**config.mk**
```make
export PLATFORM = sky130hd
export DESIGN_NAME = pwm_multich_gen
export DESIGN_NICKNAME = d
export VERILOG_FILES = /design/src/rtl/pwm_multich_gen.sv
export SDC_FILE = /design/constraint.sdc
export NUM_CORES = 1
export LEC_CHECK = 0
export BUFFER_PORTS_ARGS = -buffer_cell sky130_fd_sc_hd__buf_2
export CORE_ASPECT_RATIO = 1.75
export CORE_MARGIN = 10
export CORE_UTILIZATION = 30
export CTS_CLUSTER_SIZE = 10
export DETAILED_ROUTE_END_ITERATION = 10
export PLACE_DENSITY_LB_ADDON = 0.1
export SLEW_MARGIN = 10
export SYNTH_ARGS = -nofsm -noshare
export SYNTH_HDL_FRONTEND = slang
export SYNTH_SLANG_ARGS = --single-unit
```
**constraint.sdc**
```tcl
create_clock -name clk -period 3 [get_ports clk]
set_input_delay 0.3 -clock clk [delete_from_list [all_inputs] [get_ports clk]]
set_output_delay 0.3 -clock clk [all_outputs]
set_load 0.005 [all_outputs]
```
**src/rtl/pwm_multich_gen.sv**
```systemverilog
`default_nettype none
// ============================================================================
// Module   : pwm_multich_gen
// Purpose  : Multi-channel PWM generator. A shared prescaler and period
//            counter (edge- or center-aligned) drive NCH comparator channels.
//            Duty values are double-buffered: writes land in a shadow
//            register and are promoted to the active copy only at a period
//            boundary, so a running period never glitches.
// Ports    : clk          - single clock
//            rst_n        - asynchronous reset, ACTIVE HIGH (legacy name)
//            ena          - count enable; 0 freezes prescaler and counter
//            cfg_div      - prescaler terminal value (tick every cfg_div+1)
//            cfg_period   - period top value P, sampled at a boundary
//            cfg_center   - 0 = edge-aligned, 1 = center-aligned (boundary)
//            cfg_pol      - per-channel output inversion
//            wr_en/wr_ch/wr_duty - duty write port into the shadow registers
//            pwm_out      - registered PWM outputs
//            period_done  - registered one-clock pulse after each boundary
// Revision : 1.0 - initial release
// ============================================================================
module pwm_multich_gen #(
    parameter  int NCH   = 4,
    parameter  int CNT_W = 8,
    parameter  int DIV_W = 24,
    localparam int CH_W  = $clog2(NCH)
) (
    input  logic             clk,
    input  logic             rst_n,
    input  logic             ena,
    input  logic [DIV_W-1:0] cfg_div,
    input  logic [CNT_W-1:0] cfg_period,
    input  logic             cfg_center,
    input  logic [NCH-1:0]   cfg_pol,
    input  logic             wr_en,
    input  logic [CH_W-1:0]  wr_ch,
    input  logic [CNT_W-1:0] wr_duty,
    output logic [NCH-1:0]   pwm_out,
    output logic             period_done
);

    localparam logic [CNT_W-1:0] c_CNT_ZERO = '0;
    localparam logic [CNT_W-1:0] c_CNT_ONE  = {{(CNT_W-1){1'b0}}, 1'b1};

    logic [DIV_W-1:0] r_pre_cnt;
    logic [CNT_W-1:0] r_cnt;
    logic [CNT_W-1:0] r_act_p;
    logic             r_act_mode;   // 0 = edge, 1 = center
    logic             r_dir;        // 0 = counting up, 1 = counting down
    logic             r_period_done;

    logic             w_tick;
    logic             w_last;
    logic             w_bnd;

    // The >= compare lets pre_cnt recover on the next enabled cycle when
    // cfg_div is lowered below the running count.
    assign w_tick = ena & (r_pre_cnt >= cfg_div);

    // Last state of the counting sequence. The P==1 center case is an up
    // state: the sequence is just 0,1 so the turn-around at P is also the end.
    always_comb begin
        w_last = 1'b0;
        if (r_act_p == c_CNT_ZERO) begin
            w_last = 1'b1;
        end else if (!r_act_mode) begin
            w_last = (r_cnt == r_act_p);
        end else if (r_dir) begin
            w_last = (r_cnt <= c_CNT_ONE);
        end else begin
            w_last = (r_act_p == c_CNT_ONE) && (r_cnt == c_CNT_ONE);
        end
    end

    assign w_bnd = w_tick & w_last;

    // Prescaler
    always_ff @(posedge clk or posedge rst_n) begin
        if (rst_n) begin
            r_pre_cnt <= '0;
        end else if (ena) begin
            if (r_pre_cnt >= cfg_div) begin
                r_pre_cnt <= '0;
            end else begin
                r_pre_cnt <= r_pre_cnt + 1'b1;
            end
        end
    end

    // Period counter and boundary-loaded configuration
    always_ff @(posedge clk or posedge rst_n) begin
        if (rst_n) begin
            r_cnt         <= '0;
            r_dir         <= 1'b0;
            r_act_p       <= '0;
            r_act_mode    <= 1'b0;
            r_period_done <= 1'b0;
        end else begin
            r_period_done <= w_bnd;
            if (w_bnd) begin
                r_cnt      <= '0;
                r_dir      <= 1'b0;
                r_act_p    <= cfg_period;
                r_act_mode <= cfg_center;
            end else if (w_tick) begin
                if (!r_act_mode) begin
                    r_cnt <= r_cnt + 1'b1;
                end else if (!r_dir) begin
                    if (r_cnt == r_act_p) begin
                        r_dir <= 1'b1;
                        r_cnt <= r_cnt - 1'b1;
                    end else begin
                        r_cnt <= r_cnt + 1'b1;
                    end
                end else begin
                    r_cnt <= r_cnt - 1'b1;
                end
            end
        end
    end

    assign period_done = r_period_done;

    // Per-channel shadow/active duty and output compare. A channel index
    // outside 0..NCH-1 matches no channel, so such writes are dropped.
    generate
        for (genvar gi = 0; gi < NCH; gi++) begin : g_ch
            logic [CNT_W-1:0] r_shadow;
            logic [CNT_W-1:0] r_active;
            logic             r_pwm;

            always_ff @(posedge clk or posedge rst_n) begin
                if (rst_n) begin
                    r_shadow <= '0;
                    r_active <= '0;
                    r_pwm    <= 1'b0;
                end else begin
                    if (wr_en && (wr_ch == CH_W'(gi))) begin
                        r_shadow <= wr_duty;
                    end
                    // Old shadow value is promoted even if a write to it
                    // lands in the same cycle.
                    if (w_bnd) begin
                        r_active <= r_shadow;
                    end
                    r_pwm <= cfg_pol[gi] ^ (r_cnt < r_active);
                end
            end

            assign pwm_out[gi] = r_pwm;
        end
    endgenerate

endmodule
`default_nettype wire

```
## Word level (Yosys, flattened, before mapping)

Cells that the tools add are included.
W data, S select, Z words.

| word-level totals | value |
|---|---|
| bits in registers | 111 |
| input port bits | 51 |
| logic and storage cells | 63 |

| operators by class | value |
|---|---|
| reductions and logical operators | 10 |
| eq/ne operators | 6 |
| $lt $le $gt $ge | 6 |
| bitwise operators | 6 |
| multiplexer cells | 14 |
| add/subtract/negate cells | 3 |

Operators with widths:

| cell | number |
|---|---|
| $mux W8 | 5 |
| $lt A8 B8 Y1 | 4 |
| $add A24 B1 Y24 const B | 1 |
| $ge A24 B24 Y1 | 1 |
| $mux W24 | 1 |
| $eq A8 B1 Y1 const B | 2 |
| $add A8 B1 Y8 const B | 1 |
| $eq A8 B8 Y1 | 1 |
| $le A8 B1 Y1 const B | 1 |
| $logic_not A8 Y1 | 1 |
| $mux W1 | 8 |
| $sub A8 B1 Y8 const B | 1 |
| $logic_and A1 B1 Y1 | 5 |
| $eq A2 B2 Y1 const B | 2 |
| $reduce_bool A2 Y1 | 2 |
| $xor A1 B1 Y1 | 4 |
| $and A1 B1 Y1 | 2 |
| $eq A2 B1 Y1 const B | 1 |
| $logic_not A2 Y1 | 1 |
| $reduce_and A2 Y1 | 1 |

## Longest topological paths before layout

Gate-level depths: netlist of run 1.

| depth | value |
|---|---|
| depth in word-level cells | 8 |
| mapped depth | 11 |
| mapped depth without buffers | 9 |

## Least setup slack after synthesis of run 1

Ideal clock, no wire load.

| path | value |
|---|---|
| path type | flip-flop to flip-flop |
| start | register r_pre_cnt[15] |
| end | register g_ch[0].r_active[0] |
| period minus slack after synthesis | 2.435 ns |
| cell stages (with the launch flop) | 11 |
| arrival time | 2.310 ns |
| buffers on the path | 2 |
| setup slack | 0.565 ns |
| data required time | 2.875 ns |
| library setup time | 0.125 ns |
| path through | dfrtp_1 > ha_1 > a21oi_1 > o21ai_0 > a221oi_1 > o211ai_2 > o21a_1 > buf_2 > o21ai_2 > buf_4 > mux2_2 |

| on the way | value |
|---|---|
| word-level cells in the longest chain between the ends | 3 |

Ends and longest elaborated chain:

| what | RTL line | source |
|---|---|---|
| from (decl) | 44 | `logic [DIV_W-1:0] r_pre_cnt;` |
| from (signal assigned) | 84 | `r_pre_cnt <= r_pre_cnt + 1'b1;` |
| $ge A24 B24 Y1 | 57 | `assign w_tick = ena & (r_pre_cnt >= cfg_div);` |
| $and A1 B1 Y1 | 57 |  |
| $and A1 B1 Y1 | 74 | `assign w_bnd = w_tick & w_last;` |
| to (signal assigned) | 143 | `r_active <= r_shadow;` |
| to (decl) | 128 | `logic [CNT_W-1:0] r_active;` |

No other way between the ends.
A chain may end at the register's enable or synchronous reset.

## Final worst setup path of run 1

| path | value |
|---|---|
| start | register r_pre_cnt[22] |
| end | register r_act_p[2] |

| on the way | value |
|---|---|
| word-level cells in the longest chain between the ends | 3 |

Ends and longest elaborated chain:

| what | RTL line | source |
|---|---|---|
| $ge A24 B24 Y1 | 57 |  |
| $and A1 B1 Y1 | 57 |  |
| $and A1 B1 Y1 | 74 |  |
| to (signal assigned) | 102 | `r_act_p <= cfg_period;` |
| to (decl) | 46 | `logic [CNT_W-1:0] r_act_p;` |

No other way between the ends.

==> impl_metrics.toml, run 1 <==
[clock_tree]
h-tree-depth = 3
cts_root_buf = "clkbuf_16"
tritoncts = "done"
cts_buffers = 9
cts.sinks = 111
cts.repair.resized = 0
clkTransAtPathRegs_ns = 0.08
clockBufferDepth = 2
hold_buffers = 0
postCtsSetupRepairBufs = 0
clock_latency_ns = 0.37

[flow_run]
cap_violations = 0

[worst_setup_path]
cp_slowest_cell = "dfrtp_1"
cp_top_family = "compound AO/OA/AOI/OAI gates"
crit_arrival_ns = 2.87
startpoint_type = "register"
required_ns = 3.25
crit_path_end_kind = "register"
cp_num_buf_inv = 1
path_class = "reg -> reg"
max_stage_delay_ns = 0.42
crit_path_max_fanout = 42
crit_chain = "ha_1 -> nand4_1 -> nor3_2 -> a221oi_1 -> o211ai_2 -> o21a_1 -> o21ai_4 -> buf_12 -> mux2_2"

[synth]
ys_seq_area_frac = 0.450
synth_compound_area_frac = 0.0803
synth_fa_ha_area_frac = 0.114
synthArstFlopShare = 1.00
ys_ff_latch = 111
yosysUniqueCellTypes = 50
yosys-top-cells-area = "dfrtp_1 (45%), mux2_2 (13%), ha_1 (11%)"
ys_top_cells_by_count = "dfrtp_1 (111), mux2_2 (73), inv_1 (63)"
synth_simple_gate_area_frac = 0.111
synth_top_area_cell = "dfrtp_1"
synth_xor_area_frac = 0.0469
netlist_area_um2 = 6170
synth.most_common_cell = "dfrtp_1"
synth.area.mux_share = 0.142
synth.top_cell.area_share = 0.450
syn-instance-count = 574
syn_nets = 681
synth_warnings = 0
ys.flop_type = "dfrtp_1"
synth_area_per_cell_um2 = 10.7
synth_edf_count = 0
synth_top_family_by_area = "multiplexers"

[finish]
antenna_cells = 0
seqCellArea_um2 = 2780
drive_gt1_frac = 0.272
syn2layout_area_growth_pct = 15.1
stdcell_area_um2 = 7100
nFillCells = 2054
nets = 750
multiInputGateArea_um2 = 3050

[global_route]
grt_use_met3 = 0.0222
grtUsageMet1 = 0.118
grt_pass1_vias = 4670
antenna_found_initial = 0
grt_pass1_wl_um = 24700
gr-usage-all-layers = 0.118
grt-busiest-layer = "met2"
grt_use_met2 = 0.228
overflow = 0
grt_max_degree = 43

[die]
coreArea_um2 = 20300
die_w_um = 128
num_rows = 69
initial_core_util = 0.304
ios = 56
die_h_um = 210
die_area_um2 = 26900

[timing]
final.period_utilization = 0.874
period_minus_slack_ns = 2.62
hold_viol_final = 0
setup_viol = 0
fin_worst_skew_ns = 0.00818
max_slew_margin = 0.314
final.setup.tns_ns = 0
worstMarginPinSlew_ns = 1.03
fmax_ghz = 0.381
finalMaxSlewViolations = 0
rsz0062_at_grt = "no"

[drt]
vias_per_cell = 4.80
drc = 0
finalWirelength_um = 15100
drt-wirelength-per-cell_um = 16.9
drtIter0Drc = 167
ant_nets = 0
dr_total_vias = 4301
drt-pass1-iter-count = 4

[outcome]
status = "complete, no violations"

[min_path]
hp-class = "in -> reg"

[place]
port_buffers = 55
hpwlAfterDp_um = 11800
gp_congestion = 0.760
placed_cell_area_um2 = 6820

[pwr]
power_density_nw_per_um2 = 449
p_leak_nw = 3.42
ir_drop_v = 0.000370
final cells by class:
class                           count  area share
Clock buffer                        9      0.0317
Clock inverter                      7     0.00793
Inverter                           63      0.0338
Multi-Input combinational cell    383       0.430
Sequential cell                   111       0.391
Tap cell                          248      0.0437
Timing Repair Buffer               75      0.0617
through the flow:
step	instances	power, mW	util	hold WS, ns	worst slack (ns)
global route	896	3.37	0.350	0.103	0.212
global placement	880	2.05	0.336	0.482	0.382
finish	896	3.19	0.350	0.108	0.378
floorplan	574	1.93	-	0.391	0.565
CTS	896	3.25	0.350	0.0965	0.328
detailed placement	880	2.07	0.336	0.487	0.334
sequential cells by signal, summed over array words and instances, names as in the netlist:
signal,count
r_act_mode,1
r_dir,1
g_ch.r_active,32
g_ch.r_shadow,32
r_cnt,8
r_pre_cnt,24
g_ch.r_pwm,4
r_act_p,8
period_done,1
path summary, 6_finish.rpt:
path                       slack, ns                              end  cells past startpoint                            start
setup / recovery                0.38           r_act_p[2]$_DFFE_PP0N_                      9        r_pre_cnt[22]$_DFFE_PP0P_
hold / removal                  0.11          g_ch[1].r_pwm$_DFF_PP0_                      2                       cfg_pol[1]
setup reg to reg                0.38           r_act_p[2]$_DFFE_PP0N_                      9        r_pre_cnt[22]$_DFFE_PP0P_
hold reg to reg                 0.50  g_ch[3].r_active[7]$_DFFE_PP0N_                      1  g_ch[3].r_shadow[7]$_DFFE_PP0P_
max in group asynchronous       2.09                r_dir$_DFFE_PP0P_                      3                            rst_n
min in group asynchronous       0.16          g_ch[1].r_pwm$_DFF_PP0_                      2                            rst_n
cells by family (layout without fill, tap and decap cells):
family                   count (synthesis)  count (layout)
adder cells (fa/ha/maj)                 56              56
buffers and inverters                   80             154
AO/OA/AOI/OAI                           76              76
multiplexers                            78              78
XOR/XNOR                                33              33
flip-flops                             111             111
AND/OR/NAND/NOR                        140             140
worst reg2reg max path: cells and delay by family (launching register included):
family / cells / cell delay (ns)
AOI/OAI and AO/OA: 4 / 0.82
DFF: 1 / 0.42
muxes: 1 / 0.41
adders and majority gates: 1 / 0.32
and+or+nand+nor: 2 / 0.28
buffers and inverters: 1 / 0.25
power breakdown:
group / internal [mW] / total [mW] / switching (mW)
Clock: 0.574 / 1.16 / 0.590
Combinational: 0.164 / 0.322 / 0.159
Sequential: 1.61 / 1.70 / 0.0883
per-layer routing:
layer,up-vias,share of wire,wire [um]
li1,2117,-,-
met5,-,0,0
met4,0,0.017,251
met1,2119,0.37,5650
met3,13,0.030,460
met2,52,0.58,8780
cells in the final DEF, fill, tap and decap left out, types with 6 or more instances in the layout:
cell	count
xor2_1	16
nor3_1	13
nor2_1	48
buf_2	55
clkbuf_16	9
ha_1	56
dfrtp_1	111
inv_1	62
o21a_1	6
o21ai_0	20
mux2_2	73
and3_1	6
nand2_1	27
xnor2_1	17
a21oi_1	21
buf_4	19
nand3_1	18
No activity file was read; power rests on OpenSTA's default activity.
==> inputs of run 2 (changes only) <==
--- a/config.mk
+++ b/config.mk
@@ -9,6 +9,7 @@
 export CORE_ASPECT_RATIO = 1.75
 export CORE_MARGIN = 10
 export CORE_UTILIZATION = 30
+export CTS_BUF_LIST = sky130_fd_sc_hd__clkbuf_2 sky130_fd_sc_hd__clkbuf_4 sky130_fd_sc_hd__clkbuf_8
 export CTS_CLUSTER_SIZE = 10
 export DETAILED_ROUTE_END_ITERATION = 10
 export PLACE_DENSITY_LB_ADDON = 0.1
==> run 2 against run 1 <==
Net effect: clock-buffer cell count stayed put; wire length is 0.23% lower; die area stayed put; global-route usage hardly changed; clock skew is 0.0032 ns higher; maximum frequency is 0.20% lower; via count is 0.58% lower; cell count stayed put; sequential power hardly changed; design area is 1.4% lower; sequential share of layout area is 0.57 points higher; register-to-register slack hardly changed; critical endpoint unchanged; largest cell class unchanged; largest power group unchanged; highest routed layer unchanged.
==> impl_metrics.toml, run 2 (synthesized netlist as in run 1, its figures left out) <==
[outcome]
status = "complete, no violations"

[finish]
syn2layout_area_growth_pct = 13.4
drive_gt1_frac = 0.272
final_cell_mix = "dfrtp_1 (111), mux2_2 (73), inv_1 (62)"
nets = 750
antenna_cells = 0
nFillCells = 2069
final_common_cell = "dfrtp_1"
fin_cells = 896
largestRegisters = "g_ch.r_active: 32 flops, g_ch.r_shadow: 32 flops, r_pre_cnt: 24 flops"
post-route-util = 0.345

[drt]
vias_per_cell = 4.77
drc = 0
drtIter0Drc = 160
dr_total_vias = 4276
finalWirelength_um = 15100
drt-wirelength-per-cell_um = 16.9
ant_nets = 0
drt-pass1-iter-count = 4

[timing]
final.setup.tns_ns = 0
rsz0062_at_grt = "no"
finalMaxSlewViolations = 0
period_minus_slack_ns = 2.63
setup_viol = 0
max_slew_margin = 0.317
fin_worst_skew_ns = 0.0114
worstMarginPinSlew_ns = 1.02
final.period_utilization = 0.876
hold_viol_final = 0
hold_slack_ns = 0.0627
fmax_ghz = 0.381

[worst_setup_path]
path_class = "reg -> reg"
required_ns = 3.29
crit_path_end_kind = "register"
crit_path_max_fanout = 42
crit_arrival_ns = 2.92
cp_slowest_cell = "dfrtp_1"
max_stage_delay_ns = 0.44
cp_num_buf_inv = 1
startpoint_type = "register"
crit_chain = "ha_1 -> nand4_1 -> nor3_2 -> a221oi_1 -> o211ai_2 -> o21a_1 -> o21ai_4 -> buf_12 -> mux2_2"
cp_top_family = "compound AO/OA/AOI/OAI gates"

[clock_tree]
cts_root_buf = "clkbuf_8"
clkTransAtPathRegs_ns = 0.11
hold_buffers = 0
clock_latency_ns = 0.41
tritoncts = "done"
cts_buffers = 9
cts.repair.resized = 0
postCtsSetupRepairBufs = 0
cts.sinks = 111
h-tree-depth = 3
clockBufferDepth = 2

[place]
hpwlAfterDp_um = 11800
post-place-cells = 880
gp_congestion = 0.760
port_buffers = 55

[pwr]
ir_drop_v = 0.000348
power_density_nw_per_um2 = 414
p_leak_nw = 3.38

[global_route]
grt_max_degree = 43
antenna_found_initial = 0
gr-usage-all-layers = 0.118
grt_pass1_wl_um = 24700
overflow = 0
grt_pass1_vias = 4667

[die]
die_h_um = 210
ios = 56
die_w_um = 128
die_area_um2 = 26900
coreArea_um2 = 20300
initial_core_util = 0.304
num_rows = 69

[flow_run]
cap_violations = 0

[min_path]
hp-class = "in -> reg"
[run 2: cell counts in the layout (fill, tap and decap cells not counted)]
No cell type changed its count.
[run 2: worst paths after layout]
| kind | from | end | slack, ns | depth (start not counted) |
|---|---|---|---|---|
| worst max-delay path | r_pre_cnt[22]$_DFFE_PP0P_ | r_act_p[2]$_DFFE_PP0N_ | 0.37 | 9 |
| worst min-delay path | cfg_pol[1] | g_ch[1].r_pwm$_DFF_PP0_ | 0.06 | 2 |
| worst max register to register | r_pre_cnt[22]$_DFFE_PP0P_ | r_act_p[2]$_DFFE_PP0N_ | 0.37 | 9 |
| worst min register to register | g_ch[3].r_shadow[7]$_DFFE_PP0P_ | g_ch[3].r_active[7]$_DFFE_PP0N_ | 0.51 | 1 |
| max in group asynchronous | rst_n | r_dir$_DFFE_PP0P_ | 2.14 | 3 |
| min in group asynchronous | rst_n | g_ch[1].r_pwm$_DFF_PP0_ | 0.11 | 2 |
[run 2: where the power goes]
part	switching (mW)	total, mW	internal [mW]
Combinational	0.159	0.323	0.164
Clock	0.563	0.875	0.313
Sequential	0.0887	1.70	1.61
[run 2: layer usage]
layer	track usage	vias to the layer above	part of all wire
li1	-	2111	-
met1	0.118	2096	0.37
met2	0.228	54	0.58
met3	0.0222	15	0.033
met4	0.0421	0	0.016
met5	0	-	0
[run 2: area by class of cell]
type	count	area (um2)	share of cell area
Timing Repair Buffer	75	438	0.0626
Clock buffer	9	124	0.0177
Tap cell	248	310	0.0443
Sequential cell	111	2780	0.397
Multi-Input combinational cell	383	3050	0.436
Clock inverter	7	56.3	0.00805
Inverter	63	240	0.0343
[run 2: metrics by stage]
step | setup WS (ns) | power [mW] | area (um2)
finish | 0.373 | 2.90 | 7000
global route | 0.206 | 3.08 | 7000
CTS | 0.324 | 2.96 | 7000
detailed placement | 0.334 | 2.07 | 6820
global placement | 0.382 | 2.05 | 6820
floorplan | 0.565 | 1.93 | 6170
